<file path="src/rtl/oam_dma_if.sv">
// CPU snoop inputs, bus read data and DMA-owned bus outputs for the OAM DMA engine.
// The engine sits on the slave side; the system/CPU glue sits on the master side.
interface oam_dma_if;
    logic        i_cpu_rw;
    logic [15:0] i_cpu_address;
    logic [7:0]  i_cpu_data;
    logic [7:0]  i_data;
    logic        o_active;
    logic        o_rw;
    logic [15:0] o_address;
    logic [7:0]  o_data;
    logic [2:0]  o_debug_state;

    modport slave (
        input  i_cpu_rw,
        input  i_cpu_address,
        input  i_cpu_data,
        input  i_data,
        output o_active,
        output o_rw,
        output o_address,
        output o_data,
        output o_debug_state
    );

    modport master (
        output i_cpu_rw,
        output i_cpu_address,
        output i_cpu_data,
        output i_data,
        input  o_active,
        input  o_rw,
        input  o_address,
        input  o_data,
        input  o_debug_state
    );
endinterface

</file>
<file path="src/rtl/oam_dma.sv">
// OAM DMA: snoops CPU writes to the trigger register, halts the CPU and copies one page to OAMDATA.
// Trigger-to-idle is 513 cycles (514 when an align cycle is needed); no backpressure, the bus is owned outright.
module oam_dma #(
    parameter logic [15:0] TRIGGER_ADDR    = 16'h4014,
    parameter logic [15:0] OAMDATA_ADDR    = 16'h2004,
    parameter int unsigned TRANSFER_LENGTH = 256
) (
    input  logic        i_clk,
    input  logic        i_reset,
    oam_dma_if.slave    bus
);

    localparam logic [7:0] LAST_IDX = 8'(TRANSFER_LENGTH - 1);

    typedef enum logic [2:0] {
        IDLE  = 3'd0,
        HALT  = 3'd1,
        ALIGN = 3'd2,
        READ  = 3'd3,
        WRITE = 3'd4
    } state_t;

    state_t      state;
    state_t      state_nxt;
    logic [7:0]  page;
    logic [7:0]  counter;
    logic [7:0]  data_latch;
    logic        parity;
    logic        trigger;
    logic        last_byte;

    // Only an IDLE engine listens; writes landing mid-transfer are dropped.
    assign trigger   = (state == IDLE) && !bus.i_cpu_rw && (bus.i_cpu_address == TRIGGER_ADDR);
    assign last_byte = (counter == LAST_IDX);

    always_ff @(posedge i_clk or posedge i_reset) begin
        if (i_reset) begin
            state <= IDLE;
        end else begin
            state <= state_nxt;
        end
    end

    always_comb begin
        state_nxt = state;
        unique case (state)
            IDLE:    if (trigger) state_nxt = HALT;
            // Reads must land on even cycles; insert ALIGN when HALT sits on an even one.
            HALT:    state_nxt = parity ? READ : ALIGN;
            ALIGN:   state_nxt = READ;
            READ:    state_nxt = WRITE;
            WRITE:   state_nxt = last_byte ? IDLE : READ;
            default: state_nxt = IDLE;
        endcase
    end

    always_ff @(posedge i_clk or posedge i_reset) begin
        if (i_reset) begin
            parity     <= 1'b0;
            page       <= 8'h00;
            counter    <= 8'h00;
            data_latch <= 8'h00;
        end else begin
            parity <= ~parity;
            if (trigger) begin
                page    <= bus.i_cpu_data;
                counter <= 8'h00;
            end
            if (state == READ) begin
                data_latch <= bus.i_data;
            end
            if ((state == WRITE) && !last_byte) begin
                counter <= counter + 8'h01;
            end
        end
    end

    // Outputs depend on registered state only, so the bus mux never sees a CPU-input glitch.
    always_comb begin
        bus.o_active      = 1'b0;
        bus.o_rw          = 1'b1;
        bus.o_address     = 16'h0000;
        bus.o_data        = 8'h00;
        bus.o_debug_state = state;
        unique case (state)
            IDLE: begin
                bus.o_active = 1'b0;
            end
            HALT, ALIGN: begin
                bus.o_active = 1'b1;
            end
            READ: begin
                bus.o_active  = 1'b1;
                bus.o_address = {page, counter};
            end
            WRITE: begin
                bus.o_active  = 1'b1;
                bus.o_rw      = 1'b0;
                bus.o_address = OAMDATA_ADDR;
                bus.o_data    = data_latch;
            end
            default: begin
                bus.o_active = 1'b0;
            end
        endcase
    end

endmodule
</file>
<file path="src/flat_wrapper.sv">
// flat-port wrapper written by rule: the top's interface ports become plain ports
module oam_dma_flat 
#(
    parameter logic [15:0] TRIGGER_ADDR    = 16'h4014,
    parameter logic [15:0] OAMDATA_ADDR    = 16'h2004,
    parameter int unsigned TRANSFER_LENGTH = 256
)
  (i_clk, i_reset, bus_i_cpu_rw, bus_i_cpu_address, bus_i_cpu_data, bus_i_data, bus_o_active, bus_o_rw, bus_o_address, bus_o_data, bus_o_debug_state);
  oam_dma_if bus_i ();
  input  logic i_clk;
  input  logic i_reset;
  input wire logic [$bits(bus_i.i_cpu_rw)-1:0] bus_i_cpu_rw;
  input wire logic [$bits(bus_i.i_cpu_address)-1:0] bus_i_cpu_address;
  input wire logic [$bits(bus_i.i_cpu_data)-1:0] bus_i_cpu_data;
  input wire logic [$bits(bus_i.i_data)-1:0] bus_i_data;
  output wire logic [$bits(bus_i.o_active)-1:0] bus_o_active;
  output wire logic [$bits(bus_i.o_rw)-1:0] bus_o_rw;
  output wire logic [$bits(bus_i.o_address)-1:0] bus_o_address;
  output wire logic [$bits(bus_i.o_data)-1:0] bus_o_data;
  output wire logic [$bits(bus_i.o_debug_state)-1:0] bus_o_debug_state;
  assign bus_i.i_cpu_rw = bus_i_cpu_rw;
  assign bus_i.i_cpu_address = bus_i_cpu_address;
  assign bus_i.i_cpu_data = bus_i_cpu_data;
  assign bus_i.i_data = bus_i_data;
  assign bus_o_active = bus_i.o_active;
  assign bus_o_rw = bus_i.o_rw;
  assign bus_o_address = bus_i.o_address;
  assign bus_o_data = bus_i.o_data;
  assign bus_o_debug_state = bus_i.o_debug_state;
  oam_dma #(.TRIGGER_ADDR(TRIGGER_ADDR), .OAMDATA_ADDR(OAMDATA_ADDR), .TRANSFER_LENGTH(TRANSFER_LENGTH)) u_core (.i_clk(i_clk), .i_reset(i_reset), .bus(bus_i));
endmodule
</file>
<file path="config.mk">
export PLATFORM = sky130hd
export DESIGN_NAME = oam_dma_flat
export DESIGN_NICKNAME = d
export VERILOG_FILES = /design/src/rtl/oam_dma_if.sv /design/src/rtl/oam_dma.sv /design/src/flat_wrapper.sv
export SDC_FILE = /design/constraint.sdc
export NUM_CORES = 1
export LEC_CHECK = 0
export BUFFER_PORTS_ARGS = -buffer_cell sky130_fd_sc_hd__buf_2
export CORE_UTILIZATION = 49
export CTS_BUF_LIST = sky130_fd_sc_hd__clkbuf_4
export CTS_CLUSTER_DIAMETER = 100
export DETAILED_ROUTE_END_ITERATION = 8
export GPL_TIMING_DRIVEN = 1
export PLACE_DENSITY = 0.87
export SYNTH_ARGS = -nofsm -noshare
export SYNTH_HDL_FRONTEND = slang
export SYNTH_SLANG_ARGS = --single-unit
</file>
<file path="constraint.sdc">
create_clock -name i_clk -period 2.2 [get_ports i_clk]
set_clock_uncertainty 0.15 [all_clocks]
set_input_delay 0 -clock i_clk [delete_from_list [all_inputs] [get_ports i_clk]]
set_output_delay 0 -clock i_clk [all_outputs]
set_load 0.005 [all_outputs]
</file>
==> impl_metrics.tcl, run 1 <==
set metrics [dict create \
    slew_headroom 0.738 \
    synth_top_area_frac 0.461 \
    synth_nets 178 \
    crit_chain "nor4b_4, nand3_2, nor2_8, mux2_4" \
    end_kind "register" \
    power_density_mw_per_mm2 895 \
    cts_sinks 28 \
    ys_types 36 \
    wire_per_inst_um 13.2 \
    die_width_um 57.7 \
    h-tree-depth 1 \
    arrival_ns 1.88 \
    r2r_cells 4 \
    io_buffers 63 \
    cpMaxStageDelayCell "dfrtp_1" \
    first_pass_iters 6 \
    grt_pass1_vias 1273 \
    wl_um 3380 \
    grt_start_max_net_pins 29 \
    vias 1319 \
    dp_hpwl_um 2350 \
    nFillCells 203 \
    area_delta_synth_final_pct 36.2 \
    clkTransAtPathRegs_ns 0.13 \
    core_mm2 0.00285 \
    cts_tree "built" \
    status "complete, but fails checks" \
    finalSetupViolCount 0 \
    clock_path_buffers 2 \
    nets 262 \
    boundaryPins 64 \
    worstReg2RegStart "u_core.bus.o_debug_state[2]" \
    yosysTopAreaCell "dfrtp_1" \
    die_area_mm2 0.00333 \
    rsz0062_at_grt "no" \
    crit_fanout 10 \
    drive_above_1_share 0.415 \
    grt_remaining_overflow 0 \
    crit_type "reg2reg" \
    syn_area_mm2 0.00152 \
    slowest_delay_ns 0.48 \
    viasPerCell 5.17 \
    clock.fmax_mhz 550 \
    crit_path_start_kind "register" \
    hold_class "in2reg" \
    r2r_end "u_core.page[3]" \
    critPathLaunch "u_core.bus.o_debug_state[2]" \
    clk_root_buffer_cell "clkbuf_4" \
    place.gp.congestion 0.908 \
    yosysSeqAreaShare 0.461 \
    slew_viol_final 0 \
    insertedDiodeCount 0 \
    initial_utilization 0.532 \
    grt.total_usage 0.225 \
    antenna_found_initial 0 \
    power_leakage_nw 1.09 \
    rrSetupSlack_ns 0.38 \
    min_period_ns 1.82 \
    numCtsBuffers 3 \
    crit_path_end "u_core.page[3]" \
    tightest_slew_ns 0.388 \
    drcViolationCount 2 \
    ant_nets 0 \
    async_flop_share 1.00 \
    ys_warn_count 0 \
    grt_pass1_wl_um 5640 \
    max_cap_viol_count 0 \
    synth-edff-count 0 \
    rows 19 \
    finalHoldViolations 0 \
    syn_inst 142 \
    cts_resized 0 \
    syn_avg_cell_area_um2 10.7 \
    dieHeight_um 57.7 \
    drt_iter0_markers 26 \
    ys_ff_latch 28 \
    setup_tns_ns 0 \
    clkLatencyLatePin_ns 0.32 \
    fin_hold_ws_ns 0.0880 \
    synth.area.top_cells "dfrtp_1 (46%), and2_1 (8.6%), mux2_4 (7.9%)" \
    synth-main-ff-cell "dfrtp_1" \
    required_ns 2.27 \
    ir_drop_mv 0.576 \
    fin_crit_sh 0.826 \
    violations "DRC" \
]
==> per-layer routing <==
layer | wire length [um] | share of wire | global-route usage
met1 | 1410 | 0.42 | 0.257
met2 | 1790 | 0.53 | 0.412
met3 | 147 | 0.044 | 0.0558
met4 | 37 | 0.011 | 0.0714
met5 | 0 | 0 | 0
==> critical path, delay by kind of cell, from the launching register on <==
family | cells | cell delay, ns
multiplexers | 1 | 0.33
flip-flops | 1 | 0.48
AND/OR/NAND/NOR | 3 | 0.76
==> cell type report <==
class                   count  area [um2]  share of cell area
repair buffers             84         515               0.249
flip-flops and latches     28         701               0.339
well taps                  31        38.8              0.0188
inverters                   8        30.0              0.0145
clock buffers               3        22.5              0.0109
multi-input cells         101         761               0.368
==> power breakdown <==
group          internal [mW]  switching (mW)  total [mW]
Sequential             0.668           0.156       0.824
Clock                 0.0643           0.137       0.201
Combinational          0.429           0.396       0.825
Total                   1.16           0.689        1.85
==> per-stage QoR <==
step	cells	setup slack, ns	power (mW)	utilization	area [um2]
6_report	255	0.382	1.85	0.725	2070
5_1_grt	255	0.267	2.00	0.725	2070
3_3_place_gp	235	0.429	1.61	0.657	1880
4_1_cts	255	0.383	1.86	0.725	2070
3_5_place_dp	235	0.403	1.64	0.657	1880
2_1_floorplan	142	0.403	1.36	-	1520
==> cell usage after synthesis, drive strengths merged (2+ instances only) <==
cell,number
nand2,8
nand4,2
nor2,7
clkbuf,3
nor4,2
a31oi,2
xnor2,2
nor4b,4
nand3,7
and2,21
o211ai,2
dfrtp,28
inv,8
mux2,16
and3,2
buf,2
o21ai,10
nor3,5
==> worst min-delay path by stage <==
stage / from / to / slack (ns) / cells past startpoint
2_1_floorplan: i_reset / u_core.bus.o_debug_state[0] / -0.08 / 1
3_3_place_gp: i_reset / u_core.page[0] / -0.08 / 3
3_5_place_dp: i_reset / u_core.page[0] / -0.07 / 3
4_1_cts: bus_i_cpu_address[10] / u_core.counter[1] / 0.09 / 5
5_1_grt: bus_i_cpu_address[7] / u_core.counter[1] / 0.09 / 5
6_report: bus_i_cpu_address[10] / u_core.counter[1] / 0.09 / 5
==> sequential cells by signal, indices dropped and copies added (netlist names) <==
register                  flops
u_core.parity                 1
u_core.page                   8
u_core.data_latch             8
u_core.counter                8
u_core.bus.o_debug_state      3
==> what timing repair did <==
action / 4_1_cts / 5_1_grt
endpoints found under the setup margin: 0 / 0
buffers inserted: 0 / 0
hold buffers: 17 / 0
hold endpoints to repair: 44 / 0
==> logic make-up (layout without fill, tap and decap cells) <==
group,after synthesis,after routing,share of synthesized area
xor gates and xnor gates,2,2,0.0115
muxes,17,17,0.145
DFF,28,28,0.461
and+or+nand+nor,62,62,0.257
AOI/OAI and AO/OA,19,19,0.0791
adders and majority gates,1,1,0.00824
buffers and inverters,13,95,0.0379
==> layout by cell type (no fill, tap or decap), drive strengths merged, types with 2 or more instances in the layout <==
cell type    count
nor4b            4
nand3            7
inv              8
nand2            8
mux2            16
nor2             7
buf             67
nor4             2
o21ai           10
o211ai           2
a31oi            2
xnor2            2
dlygate4sd3     17
nand4            2
dfrtp           28
clkbuf           3
and2            21
nor3             5
and3             2
(Power assumes the default switching activity.)
==> inputs of run 2 (changes only) <==
--- a/config.mk
+++ b/config.mk
@@ -6,12 +6,12 @@
 export NUM_CORES = 1
 export LEC_CHECK = 0
 export BUFFER_PORTS_ARGS = -buffer_cell sky130_fd_sc_hd__buf_2
-export CORE_UTILIZATION = 49
+export CORE_UTILIZATION = 44
 export CTS_BUF_LIST = sky130_fd_sc_hd__clkbuf_4
 export CTS_CLUSTER_DIAMETER = 100
 export DETAILED_ROUTE_END_ITERATION = 8
 export GPL_TIMING_DRIVEN = 1
-export PLACE_DENSITY = 0.87
+export PLACE_DENSITY = 0.82
 export SYNTH_ARGS = -nofsm -noshare
 export SYNTH_HDL_FRONTEND = slang
 export SYNTH_SLANG_ARGS = --single-unit
==> constraint.sdc (replaced) <==
create_clock -name i_clk -period 1.52 [get_ports i_clk]
set_clock_uncertainty 0.15 [all_clocks]
set_input_delay 0 -clock i_clk [delete_from_list [all_inputs] [get_ports i_clk]]
set_output_delay 0 -clock i_clk [all_outputs]
set_load 0.005 [all_outputs]
==> run 2 against run 1 <==
  * The flow finishes with violations (setup timing)
  * Utilization grew 14 points
  * Register-to-register slack lost 0.70 ns
  * Highest routed layer unchanged
  * Fmax shrank 0.96%
  * Die area grew 11%
  * Final area grew 32%
  * Global-route usage grew 4.1 points
  * Count of clock-buffer cells in the layout is the same
==> impl_metrics.tcl, run 2 (same netlist as run 1, synthesis figures left out) <==
set metrics [dict create \
    cpMaxStageDelayCell "dfrtp_2" \
    clkLatencyLatePin_ns 0.34 \
    grt_pass1_wl_um 7040 \
    vias 1678 \
    finalSetupViolCount 50 \
    crit_fanout 6 \
    end_kind "register" \
    numCtsBuffers 3 \
    grt_pass1_vias 1488 \
    tightest_slew_ns 0.636 \
    final_area_mm2 0.00273 \
    rsz0062_at_grt "yes" \
    max_cap_viol_count 0 \
    grt_remaining_overflow 0 \
    crit_chain "buf_6, buf_4, nor2_4, nand3_4, buf_4, o21ai_4, o21ai_0" \
    slew_headroom 0.570 \
    crit_buf_inv 3 \
    first_pass_iters 4 \
    die_width_um 60.8 \
    internal-power_mw 2.64 \
    drive_above_1_share 0.605 \
    drcViolationCount 0 \
    final_common_cell "buf_2" \
    clockPowerShare 0.118 \
    finalHoldViolations 0 \
    wl_um 5800 \
    cts_sinks 28 \
    wire_per_inst_um 18.9 \
    core_mm2 0.00315 \
    multi_input_area_um2 952 \
    required_ns 1.59 \
    grt_start_max_net_pins 29 \
    crit_path_start_kind "register" \
    slew_viol_final 0 \
    power_leakage_nw 1.37 \
    die_area_mm2 0.00369 \
    fin_hold_ws_ns 0.0534 \
    violations "setup timing" \
    grt.total_usage 0.266 \
    layout_common_cells "buf_2 (53), buf_6 (29), dfrtp_1 (25)" \
    fin_crit_sh 1.21 \
    hold_class "in2reg" \
    regArea_um2 704 \
    h-tree-depth 1 \
    drt_iter0_markers 102 \
    power_density_mw_per_mm2 1530 \
    initial_utilization 0.482 \
    clkTransAtPathRegs_ns 0.16 \
    layout_setup_ws_ns -0.316 \
    dpl_cell_area_mm2 0.00208 \
    rows 20 \
    ir_drop_mv 1.23 \
    viasPerCell 5.48 \
    clk_root_buffer_cell "clkbuf_4" \
    dp_hpwl_um 2780 \
    path_common_cell "buf_4" \
    top_regs "u_core.counter: 8 flops, u_core.data_latch: 8 flops, u_core.page: 8 flops" \
    combPwrFrac 0.607 \
    io_buffers 63 \
    arrival_ns 1.91 \
    crit_type "reg2reg" \
    nFillCells 169 \
    p_sw_mw 1.54 \
    final_util 0.867 \
    boundaryPins 64 \
    min_period_ns 1.84 \
    dieHeight_um 60.8 \
    p_sw_frac 0.369 \
    clock.fmax_mhz 545 \
    place.gp.congestion 0.898 \
    antenna_found_initial 1 \
    slowest_delay_ns 0.46 \
    power_frac_seq 0.275 \
    clock_path_buffers 2 \
    critPathTopFamily "buffers and inverters" \
    ant_nets 0 \
    nets 298 \
    area_delta_synth_final_pct 80.0 \
    cts_tree "built" \
    status "complete, but fails checks" \
]
## run 2: cell count changes in the layout (fill, tap and decap cells not counted), sizes merged
cell    change
buf        +35
diode       +1
nor2        +1
bufinv      +1
## run 2: final timing paths
path,from,to,slack [ns],cells after the start
worst max-delay path,u_core.bus.o_debug_state[1],u_core.counter[4],-0.32,7
worst min-delay path,bus_i_cpu_rw,u_core.page[0],0.05,5
worst max register to register,u_core.bus.o_debug_state[1],u_core.counter[4],-0.32,7
worst min register to register,u_core.parity,u_core.parity,0.28,1
max in group asynchronous,i_reset,u_core.bus.o_debug_state[2],0.85,4
min in group asynchronous,i_reset,u_core.counter[0],0.09,4
## run 2: final cells by class
class,instances,area share
multi-input combinational,102,0.348
clock buffer,3,0.00824
inverter,8,0.0110
sequential,28,0.258
clock inverter,1,0.0110
antenna,1,0.000915
tap,44,0.0201
timing repair buffer,119,0.343
## run 2: worst reg2reg max path: cells and delay by family (launching register included)
| kind | cells | cell delay, ns |
|---|---|---|
| buf+inv | 3 | 0.47 |
| compound gates | 2 | 0.35 |
| simple gates | 2 | 0.27 |
| flops | 1 | 0.46 |
## run 2: metrics by stage
step           worst slack, ns  TNS [ns]  total power [mW]  cells
5_1_grt                 -0.402    -12.48              4.37    306
4_1_cts                 -0.241     -7.08              3.62    301
6_report                -0.316     -9.59              4.18    306
3_3_place_gp            -0.153     -1.97              2.70    272
2_1_floorplan           -0.230     -2.12              1.99    142
3_5_place_dp            -0.216     -2.83              2.77    272
## run 2: power by group through the flow
stage                     registers [mW]  clock network, mW  logic (mW)
after floorplan                     1.14                  0       0.857
after global placement              1.11                  0        1.59
after detailed placement            1.13                  0        1.64
after CTS                           1.11              0.487        2.02
after global routing                1.16              0.535        2.67
final                               1.15              0.492        2.54
## run 2: timing repair
action	4_1_cts	5_1_grt
pin swaps	8	16
gates cloned	1	0
gates resized for setup	31	46
setup buffers	7	6
endpoints found under the setup margin	46	50
hold buffers	17	0
hold endpoints to repair	44	0
## run 2: per-layer routing
layer	share of wire	wire, um	vias to the layer above	global-route usage
li1	-	-	741	-
met1	0.35	2050	826	0.318
met2	0.55	3190	84	0.485
met3	0.057	333	27	0.0512
met4	0.038	223	0	0.0779
met5	0	0	-	0
==> inputs of run 3 (changes only) <==
--- a/config.mk
+++ b/config.mk
@@ -6,12 +6,14 @@
 export NUM_CORES = 1
 export LEC_CHECK = 0
 export BUFFER_PORTS_ARGS = -buffer_cell sky130_fd_sc_hd__buf_2
+export CORE_ASPECT_RATIO = 1.75
 export CORE_UTILIZATION = 44
 export CTS_BUF_LIST = sky130_fd_sc_hd__clkbuf_4
 export CTS_CLUSTER_DIAMETER = 100
 export DETAILED_ROUTE_END_ITERATION = 8
 export GPL_TIMING_DRIVEN = 1
 export PLACE_DENSITY = 0.82
+export SLEW_MARGIN = 20
 export SYNTH_ARGS = -nofsm -noshare
 export SYNTH_HDL_FRONTEND = slang
 export SYNTH_SLANG_ARGS = --single-unit
==> run 3 against run 2 <==
  * The run still ends with setup timing left
  * First-iteration DRC count decreased by 71%
  * Power decreased by 8.3%
  * Worst setup slack improved by 0.029 ns
  * Critical path type unchanged
  * Non-clock buffer count decreased by 4
==> impl_metrics.tcl, run 3 (same netlist as run 1, synthesis figures left out) <==
set metrics [dict create \
    nFillCells 192 \
    power_density_mw_per_mm2 1470 \
    combPwrFrac 0.571 \
    fin_crit_sh 1.19 \
    wl_um 5100 \
    power_mw 3.83 \
    met1_usage 0.314 \
    clock.fmax_mhz 553 \
    violations "setup timing" \
    slew_headroom 0.563 \
    rows 27 \
    grt_pass1_wl_um 7450 \
    grt_use_met3 0.0452 \
    met2_usage 0.483 \
    final_area_mm2 0.00261 \
    drt_iter0_markers 30 \
    h-tree-depth 1 \
    numCtsBuffers 3 \
    fin_hold_ws_ns 0.0313 \
    final_common_cell "buf_2" \
    initial_utilization 0.473 \
    crit_fanout 6 \
    die_width_um 46.4 \
    r2r_cells 6 \
    clock_path_buffers 2 \
    dp_hpwl_um 2960 \
    clkTransAtPathRegs_ns 0.16 \
    dpl_cell_area_mm2 0.00209 \
    top_regs "u_core.counter: 8 flops, u_core.data_latch: 8 flops, u_core.page: 8 flops" \
    end_kind "register" \
    nets 294 \
    layout_setup_ws_ns -0.287 \
    ir_drop_mv 1.10 \
    min_period_ns 1.81 \
    finalSetupViolCount 48 \
    drive_above_1_share 0.580 \
    layout_common_cells "buf_2 (53), dfrtp_1 (26), buf_4 (23)" \
    required_ns 1.60 \
    crit_path_start_kind "register" \
    io_buffers 63 \
    min_path_cells 5 \
    top_usage_layer "met2" \
    grt_start_max_net_pins 29 \
    crit_type "reg2reg" \
    cts_tree "built" \
    internal-power_mw 2.45 \
    die_area_mm2 0.00370 \
    p_sw_mw 1.38 \
    p_sw_frac 0.359 \
    tightest_slew_ns 0.647 \
    hold_class "in2reg" \
    core_mm2 0.00321 \
    ant_nets 0 \
    slew_viol_final 0 \
    grt.total_usage 0.284 \
    max_cap_viol_count 0 \
    rsz0062_at_grt "yes" \
    cts_sinks 28 \
    setup_tns_ns -8.53 \
    clockPowerShare 0.131 \
    power_leakage_nw 1.34 \
    status "complete, but fails checks" \
    instances_no_fill 300 \
    wire_per_inst_um 17.0 \
    area_delta_synth_final_pct 71.7 \
    dp_cells 272 \
    boundaryPins 64 \
    grt_remaining_overflow 0 \
    clkLatencyLatePin_ns 0.35 \
    place.gp.congestion 0.878 \
    antenna_found_initial 0 \
    dieHeight_um 79.7 \
    viasPerCell 5.18 \
    post-place-ws_ns -0.223 \
    power_frac_seq 0.298 \
    finalHoldViolations 0 \
    final_util 0.812 \
    grt_pass1_vias 1584 \
    drcViolationCount 0 \
    clk_root_buffer_cell "clkbuf_4" \
    vias 1554 \
    first_pass_iters 4 \
    arrival_ns 1.89 \
    insertedDiodeCount 0 \
]
-- run 3: changes by cell type in the layout (fill, tap and decap cells not counted), moves of 2 or more --
cell / change
o21ai_0: +4
and2_4: +2
buf_6: -8
buf_4: +5
o21ai_2: -3
and2_1: -2
-- run 3: repair_timing --
action | 4_1_cts | 5_1_grt
hold buffers | 17 | 0
endpoints found under the setup margin | 48 | 52
pin swaps | 15 | 2
setup buffers | 7 | 1
gates cloned | 2 | 0
hold endpoints to repair | 44 | 0
resized for setup | 30 | 31
-- run 3: per-layer routing --
metal / routed length [um] / up-vias
met2: 2840 / 63
met1: 1890 / 745
met4: 182 / 0
met3: 186 / 16
li1: - / 730
met5: 0 / -
-- run 3: cell type report --
type                       count  area [um2]  area share
tap                           43        53.8      0.0206
sequential                    28         703       0.270
timing repair buffer         115         865       0.332
multi-input combinational    102         903       0.346
clock inverter                 1        30.0      0.0115
inverter                       8        30.0      0.0115
clock buffer                   3        22.5     0.00864
-- run 3: power groups by stage --
stage,combinational (mW),sequential [mW],clock [mW]
after floorplan,0.857,1.14,0
after detailed placement,1.61,1.13,0
after global routing,2.36,1.17,0.541
final,2.19,1.14,0.503
after global placement,1.58,1.12,0
after CTS,1.91,1.10,0.502
-- run 3: worst paths after layout --
kind / from / to / slack [ns]
setup / recovery: u_core.bus.o_debug_state[2] / u_core.counter[6] / -0.29
hold / removal: bus_i_cpu_address[5] / u_core.page[6] / 0.03
setup reg to reg: u_core.bus.o_debug_state[2] / u_core.counter[6] / -0.29
hold reg to reg: u_core.parity / u_core.parity / 0.27
max in group asynchronous: i_reset / u_core.bus.o_debug_state[1] / 0.83
min in group asynchronous: i_reset / u_core.page[6] / 0.11
-- run 3: critical path: stages, from the launching register on --
cell and delay (ns):
dfrtp_1 0.43, buf_6 0.13, nor4b_4 0.27, nand3_4 0.18
buf_6 0.18, o21ai_4 0.21, o211ai_1 0.14
